`src/rtl/wts_tone_generator_if.sv`:
```
// Channel-select and sample-address bus between the tone generator, its
// channel register selector and the downstream wave RAM / mixer stage.
interface wts_tone_generator_if #(
  parameter int freq_bits = 12,
  parameter int addr_bits = 5
);
  logic                 enable;
  logic [5:0]           key_on;
  logic [2:0]           active;
  logic [freq_bits-1:0] reg_freq;
  logic                 wave_valid;
  logic [2:0]           wave_channel;
  logic [addr_bits-1:0] wave_address;

  // master: the tone generator itself
  modport master (
    input  enable, key_on, reg_freq,
    output active, wave_valid, wave_channel, wave_address
  );

  modport slave (
    output enable, key_on, reg_freq,
    input  active, wave_valid, wave_channel, wave_address
  );
endinterface

```
`src/rtl/wts_tone_generator.sv`:
```
// Time-division phase engine for six wave-table channels: one slot per enabled
// cycle. Optional per-channel phase reset port when WTS_PHASE_RESET_EN is defined.
module wts_tone_generator #(
  parameter int freq_bits      = 12,
  parameter int addr_bits      = 5,
  parameter int halt_threshold = 9
) (
  input  logic clk,
  input  logic reset,
  wts_tone_generator_if.master tg
`ifdef WTS_PHASE_RESET_EN
  ,
  input  logic [5:0] phase_reset
`endif
);

  localparam int n_chan = 6;

  logic [2:0]           active_q, active_d;
  logic                 wave_valid_q, wave_valid_d;
  logic [2:0]           wave_channel_q, wave_channel_d;
  logic [addr_bits-1:0] wave_address_q, wave_address_d;
  logic [freq_bits-1:0] cnt_q [n_chan];
  logic [freq_bits-1:0] cnt_d [n_chan];
  logic [addr_bits-1:0] addr_q [n_chan];
  logic [addr_bits-1:0] addr_d [n_chan];

  logic [2:0] slot;
  logic       run;

  assign slot = active_q;
  assign run  = tg.enable && tg.key_on[slot] &&
                (tg.reg_freq >= freq_bits'(halt_threshold));

  always_comb begin
    active_d       = active_q;
    wave_valid_d   = 1'b0;
    wave_channel_d = wave_channel_q;
    wave_address_d = wave_address_q;
    cnt_d          = cnt_q;
    addr_d         = addr_q;

    // Reload happens on the visit that finds the counter already at zero,
    // so a channel advances once per reg_freq+1 visits.
    if (run) begin
      if (cnt_q[slot] == '0) begin
        cnt_d[slot]  = tg.reg_freq;
        addr_d[slot] = addr_q[slot] + addr_bits'(1);
      end else begin
        cnt_d[slot] = cnt_q[slot] - freq_bits'(1);
      end
    end

`ifdef WTS_PHASE_RESET_EN
    for (int n = 0; n < n_chan; n++) begin
      if (phase_reset[n]) begin
        cnt_d[n]  = '0;
        addr_d[n] = '0;
      end
    end
`endif

    if (tg.enable) begin
      wave_valid_d   = 1'b1;
      wave_channel_d = slot;
      wave_address_d = addr_d[slot];
      active_d       = (slot == 3'd5) ? 3'd0 : slot + 3'd1;
    end
  end

  always_ff @(posedge clk) begin
    if (reset) begin
      active_q       <= '0;
      wave_valid_q   <= 1'b0;
      wave_channel_q <= '0;
      wave_address_q <= '0;
      for (int n = 0; n < n_chan; n++) begin
        cnt_q[n]  <= '0;
        addr_q[n] <= '0;
      end
    end else begin
      active_q       <= active_d;
      wave_valid_q   <= wave_valid_d;
      wave_channel_q <= wave_channel_d;
      wave_address_q <= wave_address_d;
      cnt_q          <= cnt_d;
      addr_q         <= addr_d;
    end
  end

  assign tg.active       = active_q;
  assign tg.wave_valid   = wave_valid_q;
  assign tg.wave_channel = wave_channel_q;
  assign tg.wave_address = wave_address_q;

endmodule

```
`src/flat_wrapper.sv`:
```
// flat-port wrapper written by rule: the top's interface ports become plain ports
module wts_tone_generator_flat 
#(
  parameter int freq_bits      = 12,
  parameter int addr_bits      = 5,
  parameter int halt_threshold = 9
)
  (clk, reset, tg_enable, tg_key_on, tg_reg_freq, tg_active, tg_wave_valid, tg_wave_channel, tg_wave_address);
  wts_tone_generator_if #(.freq_bits(freq_bits), .addr_bits(addr_bits)) tg_i ();
  input  logic clk;
  input  logic reset;
  input wire logic [$bits(tg_i.enable)-1:0] tg_enable;
  input wire logic [$bits(tg_i.key_on)-1:0] tg_key_on;
  input wire logic [$bits(tg_i.reg_freq)-1:0] tg_reg_freq;
  output wire logic [$bits(tg_i.active)-1:0] tg_active;
  output wire logic [$bits(tg_i.wave_valid)-1:0] tg_wave_valid;
  output wire logic [$bits(tg_i.wave_channel)-1:0] tg_wave_channel;
  output wire logic [$bits(tg_i.wave_address)-1:0] tg_wave_address;
  assign tg_i.enable = tg_enable;
  assign tg_i.key_on = tg_key_on;
  assign tg_i.reg_freq = tg_reg_freq;
  assign tg_active = tg_i.active;
  assign tg_wave_valid = tg_i.wave_valid;
  assign tg_wave_channel = tg_i.wave_channel;
  assign tg_wave_address = tg_i.wave_address;
  wts_tone_generator #(.freq_bits(freq_bits), .addr_bits(addr_bits), .halt_threshold(halt_threshold)) u_core (.clk(clk), .reset(reset), .tg(tg_i));
endmodule
```
`config.mk`:
```
export PLATFORM = sky130hd
export DESIGN_NAME = wts_tone_generator_flat
export DESIGN_NICKNAME = d
export VERILOG_FILES = /design/src/rtl/wts_tone_generator_if.sv /design/src/rtl/wts_tone_generator.sv /design/src/flat_wrapper.sv
export SDC_FILE = /design/constraint.sdc
export NUM_CORES = 1
export LEC_CHECK = 0
export CAP_MARGIN = 20
export CORE_MARGIN = 3
export CORE_UTILIZATION = 40
export DETAILED_ROUTE_END_ITERATION = 10
export PLACE_DENSITY = 0.66
export SYNTH_ARGS = -nofsm -noshare
export SYNTH_HDL_FRONTEND = slang
export SYNTH_SLANG_ARGS = --single-unit
```
`constraint.sdc`:
```
create_clock -name clk -period 8.6 [get_ports clk]
set_input_delay 2.15 -clock clk [delete_from_list [all_inputs] [get_ports clk]]
set_output_delay 2.15 -clock clk [all_outputs]
set_load 0.02 [all_outputs]
```
Word-level counts from Yosys, hierarchy flattened
Cells that the tools add are included.

Add/sub/neg operators: 3. Reduce and logical (&&, ||, !) cells: 4. Bitwise operators: 1. Mux-type cells: 23. Order comparisons: 4. Equality and inequality tests: 1.

Operator list (number): bitwise mux 72 bit (2); two-way mux 72 bit (1); two-way mux 30 bit (2); binary-select mux 12 bit (select 3 bit) (1); demux 12 bit (select 3 bit) (1); two-way mux 12 bit (3); binary-select mux 5 bit (select 3 bit) (2); bitwise mux 30 bit (1); two-way mux 5 bit (5); demux 5 bit (select 3 bit) (1); >= comparator 12 x 4 -> 1 bit, second input constant (1); zero test 12 bit (1); subtractor 12 x 1 -> 12 bit, second input constant (1); adder 5 x 1 -> 5 bit, second input constant (1); >= comparator 4 bit, second input constant (1); less-than comparator 3 x 4 -> 1 bit, second input constant (1); less-than comparator 4 x 1 -> 1 bit, second input constant (1); inverter 3 -> 4 bit (1); adder 3 x 1 -> 3 bit, second input constant (1); binary-select mux 1 bit (select 3 bit) (1); equality test 3 bit, second input constant (1); logical AND 1 bit (3); two-way mux 3 bit (1); two-way mux 1 bit (2).

Logic and storage cells: 52. Register bits: 114. Output and inout bits: 12. Input bits: 21.

Depth between registers and ports, before layout
Gate-level depths: netlist of run 1.

Word-level depth: 11. Mapped depth: 14.

Worst setup path after synthesis of run 1
No wires, ideal clock.

Path kind: input -> register. Start: input tg_reg_freq[11]. End: register u_core.wave_address_q[2], in the netlist u_core.tg.wave_address[2]. Path slack: 4471 ps. Required time: 8516 ps. Data arrival time: 4044 ps. Stages: 8. Library setup time: 84 ps. Cell sequence: nor4_1 a31oi_2 nand4_1 or3_4 nor2_4 mux2i_1 a311o_1 o31ai_2.

Cells in the longest elaborated chain, start to end: 6.

RTL lines: from (decl) (line flat_wrapper.sv:14) `input wire logic [$bits(tg_i.reg_freq)-1:0] tg_reg_freq;`; >= comparator 12 x 4 -> 1 bit (line wts_tone_generator.sv:33) `(tg.reg_freq >= freq_bits'(halt_threshold));`; logical AND 1 bit (line wts_tone_generator.sv:32) `assign run = tg.enable && tg.key_on[slot] &&`; two-way mux 30 bit (line wts_tone_generator.sv:45) `if (run) begin`; binary-select mux 5 bit (select 3 bit) (line wts_tone_generator.sv:66) `wave_address_d = addr_d[slot];`; two-way mux 5 bit (not written as such) (2 in a row) (line wts_tone_generator.sv:66); to (signal assigned) (line wts_tone_generator.sv:85) `wave_address_q <= wave_address_d;`; to (decl) (line wts_tone_generator.sv:22) `logic [addr_bits-1:0] wave_address_q, wave_address_d;`.

Every way passes these cells. The select of a mux whose other input is x is not followed. A chain may end at the register's enable or synchronous reset.

Worst setup path in the final report of run 1
Start: input tg_enable. End: register u_core.wave_address_q[2], in the netlist u_core.tg.wave_address[2].

Cells in the longest elaborated chain, start to end: 6.

RTL lines: from (decl) (line flat_wrapper.sv:12) `input wire logic [$bits(tg_i.enable)-1:0] tg_enable;`; logical AND 1 bit (2 in a row) (line wts_tone_generator.sv:32); two-way mux 30 bit (line wts_tone_generator.sv:45); binary-select mux 5 bit (select 3 bit) (line wts_tone_generator.sv:66); two-way mux 5 bit (not written as such) (2 in a row) (line wts_tone_generator.sv:66).

Parallel ways exist; a longest one is shown, timed or not. The select of a mux whose other input is x is not followed.

==> results of run 1 <==
==> power groups by stage <==
stage | Combinational, uW | Clock, uW | Sequential, uW
4_1_cts | 332 | 729 | 557
3_5_place_dp | 331 | 0 | 568
3_3_place_gp | 325 | 0 | 567
6_report | 335 | 722 | 557
5_1_grt | 362 | 752 | 559
2_1_floorplan | 258 | 0 | 566
==> metal layers <==
layer / part of all wire / track usage / wire (um) / vias up
met5: 0 / 0 / 0 / -
met3: 0.059 / 0.0402 / 1030 / 45
met4: 0.035 / 0.0957 / 600 / 0
met1: 0.44 / 0.265 / 7610 / 2575
li1: - / - / - / 2550
met2: 0.47 / 0.315 / 8050 / 180
==> state kept, by name (all words and copies together) (netlist names) <==
register / cells
u_core.tg.wave_channel: 3
u_core.addr_q: 30
u_core.tg.wave_address: 5
u_core.tg.wave_valid: 1
u_core.tg.active: 3
u_core.cnt_q: 72
==> worst register-to-register path, stage by stage (launching register included) <==
cell and delay, ps:
dfxtp_2 480, buf_4 600, mux4_2 650, a22oi_1 380
ha_1 280, and4_1 350, nand3_2 230, nor3_2 620
mux2i_1 300, a2bb2oi_1 190, o21ai_1 80
==> final cells by class <==
| class | instances | area [um2] |
|---|---|---|
| clock buffers | 23 | 478 |
| clock inverters | 9 | 129 |
| fillers | 1432 | 8070 |
| inverters | 10 | 37.5 |
| multi-input cells | 514 | 3670 |
| flip-flops and latches | 114 | 2280 |
| well taps | 211 | 264 |
| repair buffers | 41 | 385 |
==> final timing paths <==
check,endpoint,slack (ps)
min reg2reg,u_core.cnt_q[64]$_SDFFE_PP0P_,460
max reg2reg,u_core.tg.wave_address[3]$_SDFFE_PP0P_,4330
max,u_core.tg.wave_address[2]$_SDFFE_PP0P_,3130
min,u_core.cnt_q[64]$_SDFFE_PP0P_,460
==> kinds of logic (layout without fill, tap and decap cells) <==
kind of cell,count (synthesis),count (layout)
fa+ha+maj,2,2
compound gates,165,165
buf+inv,59,83
flops,114,114
xor+xnor,10,10
mux,79,79
simple gates,258,258
==> metrics by stage <==
stage           util  cell area (um2)
2_1_floorplan      -             6300
3_3_place_gp   0.434             6640
3_5_place_dp   0.434             6640
4_1_cts        0.473             7250
5_1_grt        0.473             7250
6_report       0.473             7250
==> cell usage after synthesis (4+ instances only) <==
master	number	area (um2)
a22oi_1	10	75.1
a211oi_1	43	323
a21oi_1	35	175
xnor2_1	6	52.6
o31ai_1	7	52.6
nand2_1	49	184
o21ai_0	10	50.1
nor2b_1	7	43.8
nor2_1	118	443
mux2i_1	49	490
mux2_2	18	203
o21a_1	9	67.6
inv_1	8	30.0
xor2_1	4	35.0
mux4_2	9	203
buf_6	11	124
buf_1	4	15.0
a21o_1	7	52.6
clkbuf_1	23	86.3
nor3_1	11	55.1
nand3_1	10	50.1
dfxtp_1	114	2280
nand4_1	6	37.5
nor3b_1	9	67.6
a311oi_1	4	35.0
a31oi_1	6	37.5
and3_1	4	25.0
==> impl_metrics.toml, run 1 <==
[run_status]
outcome = "finished, final reports clean"

[place]
place_congestion = 0.943
numPlacedInstances = 890
dpl_worst_slack_ps = 2810
dp_hpwl_mm = 12.1
port_buffers = 32

[flow_run]
maxCapViolCount = 0

[logic_synthesis]
yosys_warnings = 0
synth_fp_nets = 710
synth-edff-count = 0
syn_inst = 687
ys_ff_latch = 114
synth_xor_area_frac = 0.0139
synth-simple-area-share = 0.216
synth_ff_type = "dfxtp_1"
synth.distinct_cells = 94
synth-seq-area-share = 0.362
synth_compound_area_frac = 0.191
synthMuxAreaShare = 0.153
syn_area_per_cell_um2 = 9.17
synth_top_family_by_area = "simple AND/OR/NAND/NOR gates"
netlist_area_um2 = 6300
synthAdderAreaFrac = 0.00397
synth_async_sr_flop_share = 0

[route]
dr.pass1.iters = 5
ant_nets = 0
vias = 5350
drt-total-wl_mm = 17.3
wl_per_cell_um = 18.7
vias_per_cell = 5.80
drcViolationCount = 0
drtIter0Drc = 480

[cells_and_area]
layout.nets = 721
n_antenna_cell = 0
final_cell_mix = "nor2_1, dfxtp_1, nand2_1, mux2i_1, a211oi_1"
syn_to_final_growth_pct = 15.0
final_common_cell = "nor2_1"
stdcell_count = 922
drive_gt1_frac = 0.152

[critical_path]
required_ps = 8910
cp_max_fo = 20
critical_path_depth = 9
cp-start-kind = "input pin"
reg2reg_from = "u_core.tg.active[0]$_SDFFE_PP0P_"
arrival_ps = 5780
worst_setup_path_end_kind = "flip-flop"
cp-startpoint = "tg_enable"
slowest_stage = "clkdlybuf4s50_1"
reg2reg_depth = 10
critPathMaxStageDelay_ps = 910
path_delay_family = "simple AND/OR/NAND/NOR gates"
path_class = "input pin to flip-flop"
crit_path_cell_trace = "clkdlybuf4s50_1 -> inv_2 -> a31oi_2 -> and3_1 -> nand3_1 -> or3_1 -> a311oi_1 -> a21o_1 -> o31ai_2"
critPathBufInv = 2

[power]
switching_share = 0.296
power.internal_uw = 1140
cellPowerDensity_nw_per_um2 = 223
power_uw = 1610
clockPowerShare = 0.447
share_seq_of_total_power = 0.345
ir_drop_uv = 147
combPwrFrac = 0.208
leakage_uw = 0.00252
switchingPower_uw = 478

[clock_tree]
clock_sinks = 114
ctsResizeCount = 0
clkTransAtPathRegs_ps = 50
postCtsSetupBuffers = 0
cts_buffers = 17
ctsHoldBuffers = 0
cts_tree = "done"
clk_latency_ps = 430
ctsRootBufferMaster = "clkbuf_16"
clk_path_buf_depth = 2
htreeDepth = 4

[sta]
period_share = 0.636
fin_crit_ps = 5470
fin_skew_ps = 13.0
timing.hold.ws_ps = 455
tns_ps = 0
max_slew_margin = 0.266
worstMarginPinSlew_ps = 1100
finalMaxSlewViolations = 0
worst_slack_ps = 3130
rsz0062_at_grt = "no"
clock.fmax_mhz = 183
setup_viol = 0
finalHoldViolCount = 0

[floorplanning]
rows = 45
ios = 33
fp.coreArea_um2 = 15300
start_util = 0.411
die_w_um = 132
die_area_um2 = 17300
die_h_um = 132

[worst_hold_path]
hold_start = "u_core.cnt_q[64]$_SDFFE_PP0P_"
hold_depth = 2
hold_path.class = "flip-flop to flip-flop"

[global_routing]
grtUsageTotal = 0.201
grt-ovfl-total = 0
grt_pass1_vias = 5214
grt_pass1_wl_mm = 27.7
grt_antenna_before_repair = 0
grt_max_degree = 103
Power figures use the tool's default switching activity.
==> run 2, diff against run 1 <==
==> constraint.sdc (replaced) <==
create_clock -name clk -period 5.18 [get_ports clk]
set_input_delay 1.295 -clock clk [delete_from_list [all_inputs] [get_ports clk]]
set_output_delay 1.295 -clock clk [all_outputs]
set_load 0.02 [all_outputs]
==> run 2 against run 1 <==
- die area did not move
- non-clock buffer count rose by 7
- routed wire length rose by 3.1%
- highest routed layer unchanged
- critical path depth did not move
- first-iteration DRC count rose by 8.8%
- clock skew fell by 6.9 ps
==> impl_metrics.toml, run 2 (synthesized netlist as in run 1, its figures left out) <==
[critical_path]
cp_max_fo = 17
r2r_end = "u_core.cnt_q[29]$_SDFFE_PP0P_"
cp-start-kind = "flip-flop"
rrSetupSlack_ps = 1130
reg2reg_depth = 9
path_class = "flip-flop to flip-flop"
worst_setup_path_end_kind = "flip-flop"
reg2reg_from = "u_core.tg.active[2]$_SDFFE_PP0P_"
required_ps = 5450
arrival_ps = 4320

[route]
vias_per_cell = 5.79
ant_nets = 0
drt-total-wl_mm = 17.8
drcViolationCount = 0
dr.pass1.iters = 5
vias = 5382
wl_per_cell_um = 19.2
drtIter0Drc = 522

[clock_tree]
ctsResizeCount = 0
ctsRootBufferMaster = "clkbuf_16"
htreeDepth = 4
clk_path_buf_depth = 2
clock_sinks = 114
ctsHoldBuffers = 0
cts_buffers = 17
postCtsSetupBuffers = 0
clkTransAtPathRegs_ps = 60
clk_latency_ps = 420
cts_tree = "done"

[cells_and_area]
drive_gt1_frac = 0.164
fill_cells = 1453
syn_to_final_growth_pct = 15.3
finish.instance_area_um2 = 7270
fin_util = 0.475
layout.nets = 728
largest_reg_flops = 72
n_antenna_cell = 0
final_common_cell = "nor2_1"
final_cell_mix = "nor2_1, dfxtp_1, nand2_1, mux2i_1, a211oi_1"
regMostFlops = "u_core.cnt_q"

[sta]
tns_ps = 0
worst_slack_ps = 1130
fin_crit_ps = 4050
period_share = 0.782
finalHoldViolCount = 0
worstMarginPinSlew_ps = 1020
clock.fmax_mhz = 247
rsz0062_at_grt = "no"
fin_skew_ps = 6.12
setup_viol = 0
max_slew_margin = 0.317
finalMaxSlewViolations = 0

[power]
leakage_uw = 0.00254
combPwrFrac = 0.215
cellPowerDensity_nw_per_um2 = 363
power.internal_uw = 1790
share_seq_of_total_power = 0.351
switchingPower_uw = 851
ir_drop_uv = 269
clockPowerShare = 0.434
switching_share = 0.323

[run_status]
outcome = "finished, final reports clean"

[floorplanning]
fp.coreArea_um2 = 15300
die_area_um2 = 17300
die_w_um = 132
start_util = 0.411
rows = 45
die_h_um = 132
ios = 33

[worst_hold_path]
min_to = "u_core.cnt_q[28]$_SDFFE_PP0P_"
hold_start = "u_core.cnt_q[28]$_SDFFE_PP0P_"
hold_path.class = "flip-flop to flip-flop"
hold_depth = 2

[place]
place_area_um2 = 6680
dp_hpwl_mm = 12.5
dpl_worst_slack_ps = 583
place_congestion = 0.966
port_buffers = 32

[flow_run]
maxCapViolCount = 0

[global_routing]
grt_pass1_wl_mm = 28.2
grt_pass1_vias = 5101
grt_antenna_before_repair = 0
grtUsageTotal = 0.204
grt-ovfl-total = 0
grt_max_degree = 73
-- run 2: changes by cell type in the layout (fill, tap and decap cells not counted), moves of 2 or more --
cell,before,now
bufinv_16,3,1
clkbuf_1,3,0
clkinvlp_4,2,4
inv_6,0,5
clkinv_2,3,1
buf_4,10,15
clkbuf_2,0,2
-- run 2: metrics by stage --
| step | hold WS (ps) | power (uW) | instances |
|---|---|---|---|
| final | 455 | 2640 | 929 |
| after global routing | 477 | 2720 | 929 |
| after CTS | 455 | 2640 | 927 |
| after detailed placement | 447 | 1500 | 895 |
| after global placement | 442 | 1500 | 895 |
| after floorplan | 432 | 1370 | 687 |
-- run 2: routing by layer --
layer	wire, um	vias to the layer above	GRT usage
met5	0	-	0
met4	476	0	0.0823
met3	935	34	0.0406
met2	8300	171	0.324
met1	8110	2611	0.272
li1	-	2566	-
-- run 2: area by class of cell --
type | instances | area (um2) | area share
timing repair buffer | 48 | 433 | 0.0596
clock inverter | 13 | 126 | 0.0174
clock buffer | 19 | 453 | 0.0623
tap | 211 | 264 | 0.0363
multi-input combinational | 514 | 3670 | 0.505
inverter | 10 | 37.5 | 0.00516
sequential | 114 | 2280 | 0.314
-- run 2: how the worst max path moves through the flow --
stage	slack [ps]	depth (start not counted)	from	to
final	1130	9	u_core.tg.active[2]$_SDFFE_PP0P_	u_core.cnt_q[29]$_SDFFE_PP0P_
after global routing	890	9	u_core.tg.active[2]$_SDFFE_PP0P_	u_core.cnt_q[53]$_SDFFE_PP0P_
after CTS	1010	9	tg_reg_freq[11]	u_core.tg.wave_address[2]$_SDFFE_PP0P_
after detailed placement	580	9	tg_reg_freq[11]	u_core.tg.wave_address[2]$_SDFFE_PP0P_
after global placement	710	9	tg_reg_freq[11]	u_core.tg.wave_address[2]$_SDFFE_PP0P_
after floorplan	1810	14	u_core.tg.active[0]$_SDFFE_PP0P_	u_core.tg.wave_address[2]$_SDFFE_PP0P_
-- run 2: worst max-delay path: stages, from the launching register on --
cell,delay (ps)
dfxtp_1,670
clkinv_1,670
a22oi_1,500
ha_1,270
and4_1,340
nand3_2,240
nor2_2,430
nor2_1,100
a21oi_1,500
a211oi_1,160
-- run 2: power by group through the flow --
stage          Clock, uW  Sequential [uW]  Combinational, uW
3_3_place_gp           0              944                553
5_1_grt             1190              930                609
2_1_floorplan          0              940                428
6_report            1140              927                567
3_5_place_dp           0              946                555
4_1_cts             1150              927                557
==> run 3, diff against run 2 <==
==> constraint.sdc (replaced) <==
create_clock -name clk -period 4.2 [get_ports clk]
set_input_delay 1.05 -clock clk [delete_from_list [all_inputs] [get_ports clk]]
set_output_delay 1.05 -clock clk [all_outputs]
set_load 0.02 [all_outputs]
==> run 3 against run 2 <==
- sequential share of layout area down 0.49 points
- power grew 28%
- worst setup slack lost 690 ps
- die area did not move
- sequential power increased by 23%
==> impl_metrics.toml, run 3 (synthesized netlist as in run 1, its figures left out) <==
[floorplanning]
rows = 45
die_h_um = 132
fp.coreArea_um2 = 15300
die_area_um2 = 17300
start_util = 0.411
die_w_um = 132
ios = 33

[route]
drcViolationCount = 0
dr.pass1.iters = 5
drt-total-wl_mm = 18.4
vias = 5458
vias_per_cell = 5.82
drtIter0Drc = 445
ant_nets = 0
wl_per_cell_um = 19.6

[sta]
finalMaxSlewViolations = 0
setup_viol = 0
finalHoldViolCount = 0
clock.fmax_mhz = 266
worst_slack_ps = 443
tns_ps = 0
fin_skew_ps = 8.68
max_slew_margin = 0.281
rsz0062_at_grt = "no"
period_share = 0.895
fin_crit_ps = 3760
worstMarginPinSlew_ps = 1070

[place]
dpl_worst_slack_ps = -88.8
port_buffers = 32
place_congestion = 0.971
dp_hpwl_mm = 12.8

[global_routing]
grt_pass1_vias = 5267
grt_pass1_wl_mm = 29.3
grt-ovfl-total = 0
grt_antenna_before_repair = 0
grtUsageTotal = 0.214
grt_max_degree = 95

[worst_hold_path]
hold_path.class = "flip-flop to flip-flop"

[cells_and_area]
regMostFlops = "u_core.cnt_q"
final_cell_mix = "nor2_1, dfxtp_1, nand2_1, mux2i_1, a211oi_1"
n_antenna_cell = 0
layout.nets = 737
syn_to_final_growth_pct = 17.2
largest_reg_flops = 72
drive_gt1_frac = 0.172
fin_util = 0.482
final_common_cell = "nor2_1"

[critical_path]
worst_setup_path_end_kind = "flip-flop"
cp-start-kind = "input pin"
required_ps = 4530
path_class = "input pin to flip-flop"
arrival_ps = 4090
cp_max_fo = 10

[clock_tree]
ctsHoldBuffers = 0
ctsRootBufferMaster = "clkbuf_16"
clkTransAtPathRegs_ps = 50
postCtsSetupBuffers = 0
htreeDepth = 4
clk_latency_ps = 410
ctsResizeCount = 0
clk_path_buf_depth = 2
clock_sinks = 114
cts_tree = "done"
cts_buffers = 17

[flow_run]
maxCapViolCount = 0

[run_status]
outcome = "finished, final reports clean"

[power]
cellPowerDensity_nw_per_um2 = 457
leakage_uw = 0.00260
ir_drop_uv = 286
-- run 3: cell count changes in the layout (fill, tap and decap cells not counted) --
cell / change
clkbuf_8: -1
buf_4: +10
inv_6: -3
clkbuf_2: -1
clkinv_4: -1
clkbuf_1: +1
bufinv_16: +3
-- run 3: critical path, cell delays in order --
cell and delay (ps):
clkdlybuf4s50_1 550, nor4_1 110, clkbuf_2 170, a31oi_2 470, nand3_2 380, nor4_4 650, mux2i_1 210, a22o_2 260
o31ai_1 220
-- run 3: per-stage QoR --
step	instances	hold slack [ps]	cell area, um2	power [uW]
after floorplan	687	432	6300	1690
after global placement	905	439	6750	1850
after detailed placement	905	449	6750	1860
after CTS	936	461	7380	3380
after global routing	937	476	7380	3500
final	937	458	7380	3380
-- run 3: final timing paths --
check	from	depth (start not counted)	slack [ps]	endpoint
worst min register to register	u_core.cnt_q[16]$_SDFFE_PP0P_	2	460	u_core.cnt_q[16]$_SDFFE_PP0P_
worst max register to register	u_core.tg.active[0]$_SDFFE_PP0P_	9	490	u_core.cnt_q[33]$_SDFFE_PP0P_
worst max-delay path	tg_reg_freq[10]	9	440	u_core.tg.wave_address[0]$_SDFFE_PP0P_
worst min-delay path	u_core.cnt_q[16]$_SDFFE_PP0P_	2	460	u_core.cnt_q[16]$_SDFFE_PP0P_
-- run 3: report_power, final --
part	internal (uW)	switching (uW)	leakage [uW]
Sequential	1110	24.5	0.000923
Clock	1010	520	0.000292
Combinational	242	470	0.00138
-- run 3: area by class of cell --
cell class | count | area (um2)
fill | 1442 | 7930
multi-input combinational | 514 | 3670
sequential | 114 | 2280
timing repair buffer | 57 | 503
clock buffer | 19 | 443
tap | 211 | 264
clock inverter | 12 | 181
inverter | 10 | 37.5
-- run 3: routing by layer --
layer | track usage | vias to the layer above | share of wire | wire, um
li1 | - | 2584 | - | -
met1 | 0.277 | 2656 | 0.44 | 8100
met2 | 0.347 | 183 | 0.47 | 8720
met3 | 0.0482 | 35 | 0.058 | 1060
met4 | 0.0834 | 0 | 0.027 | 488
met5 | 0 | - | 0 | 0
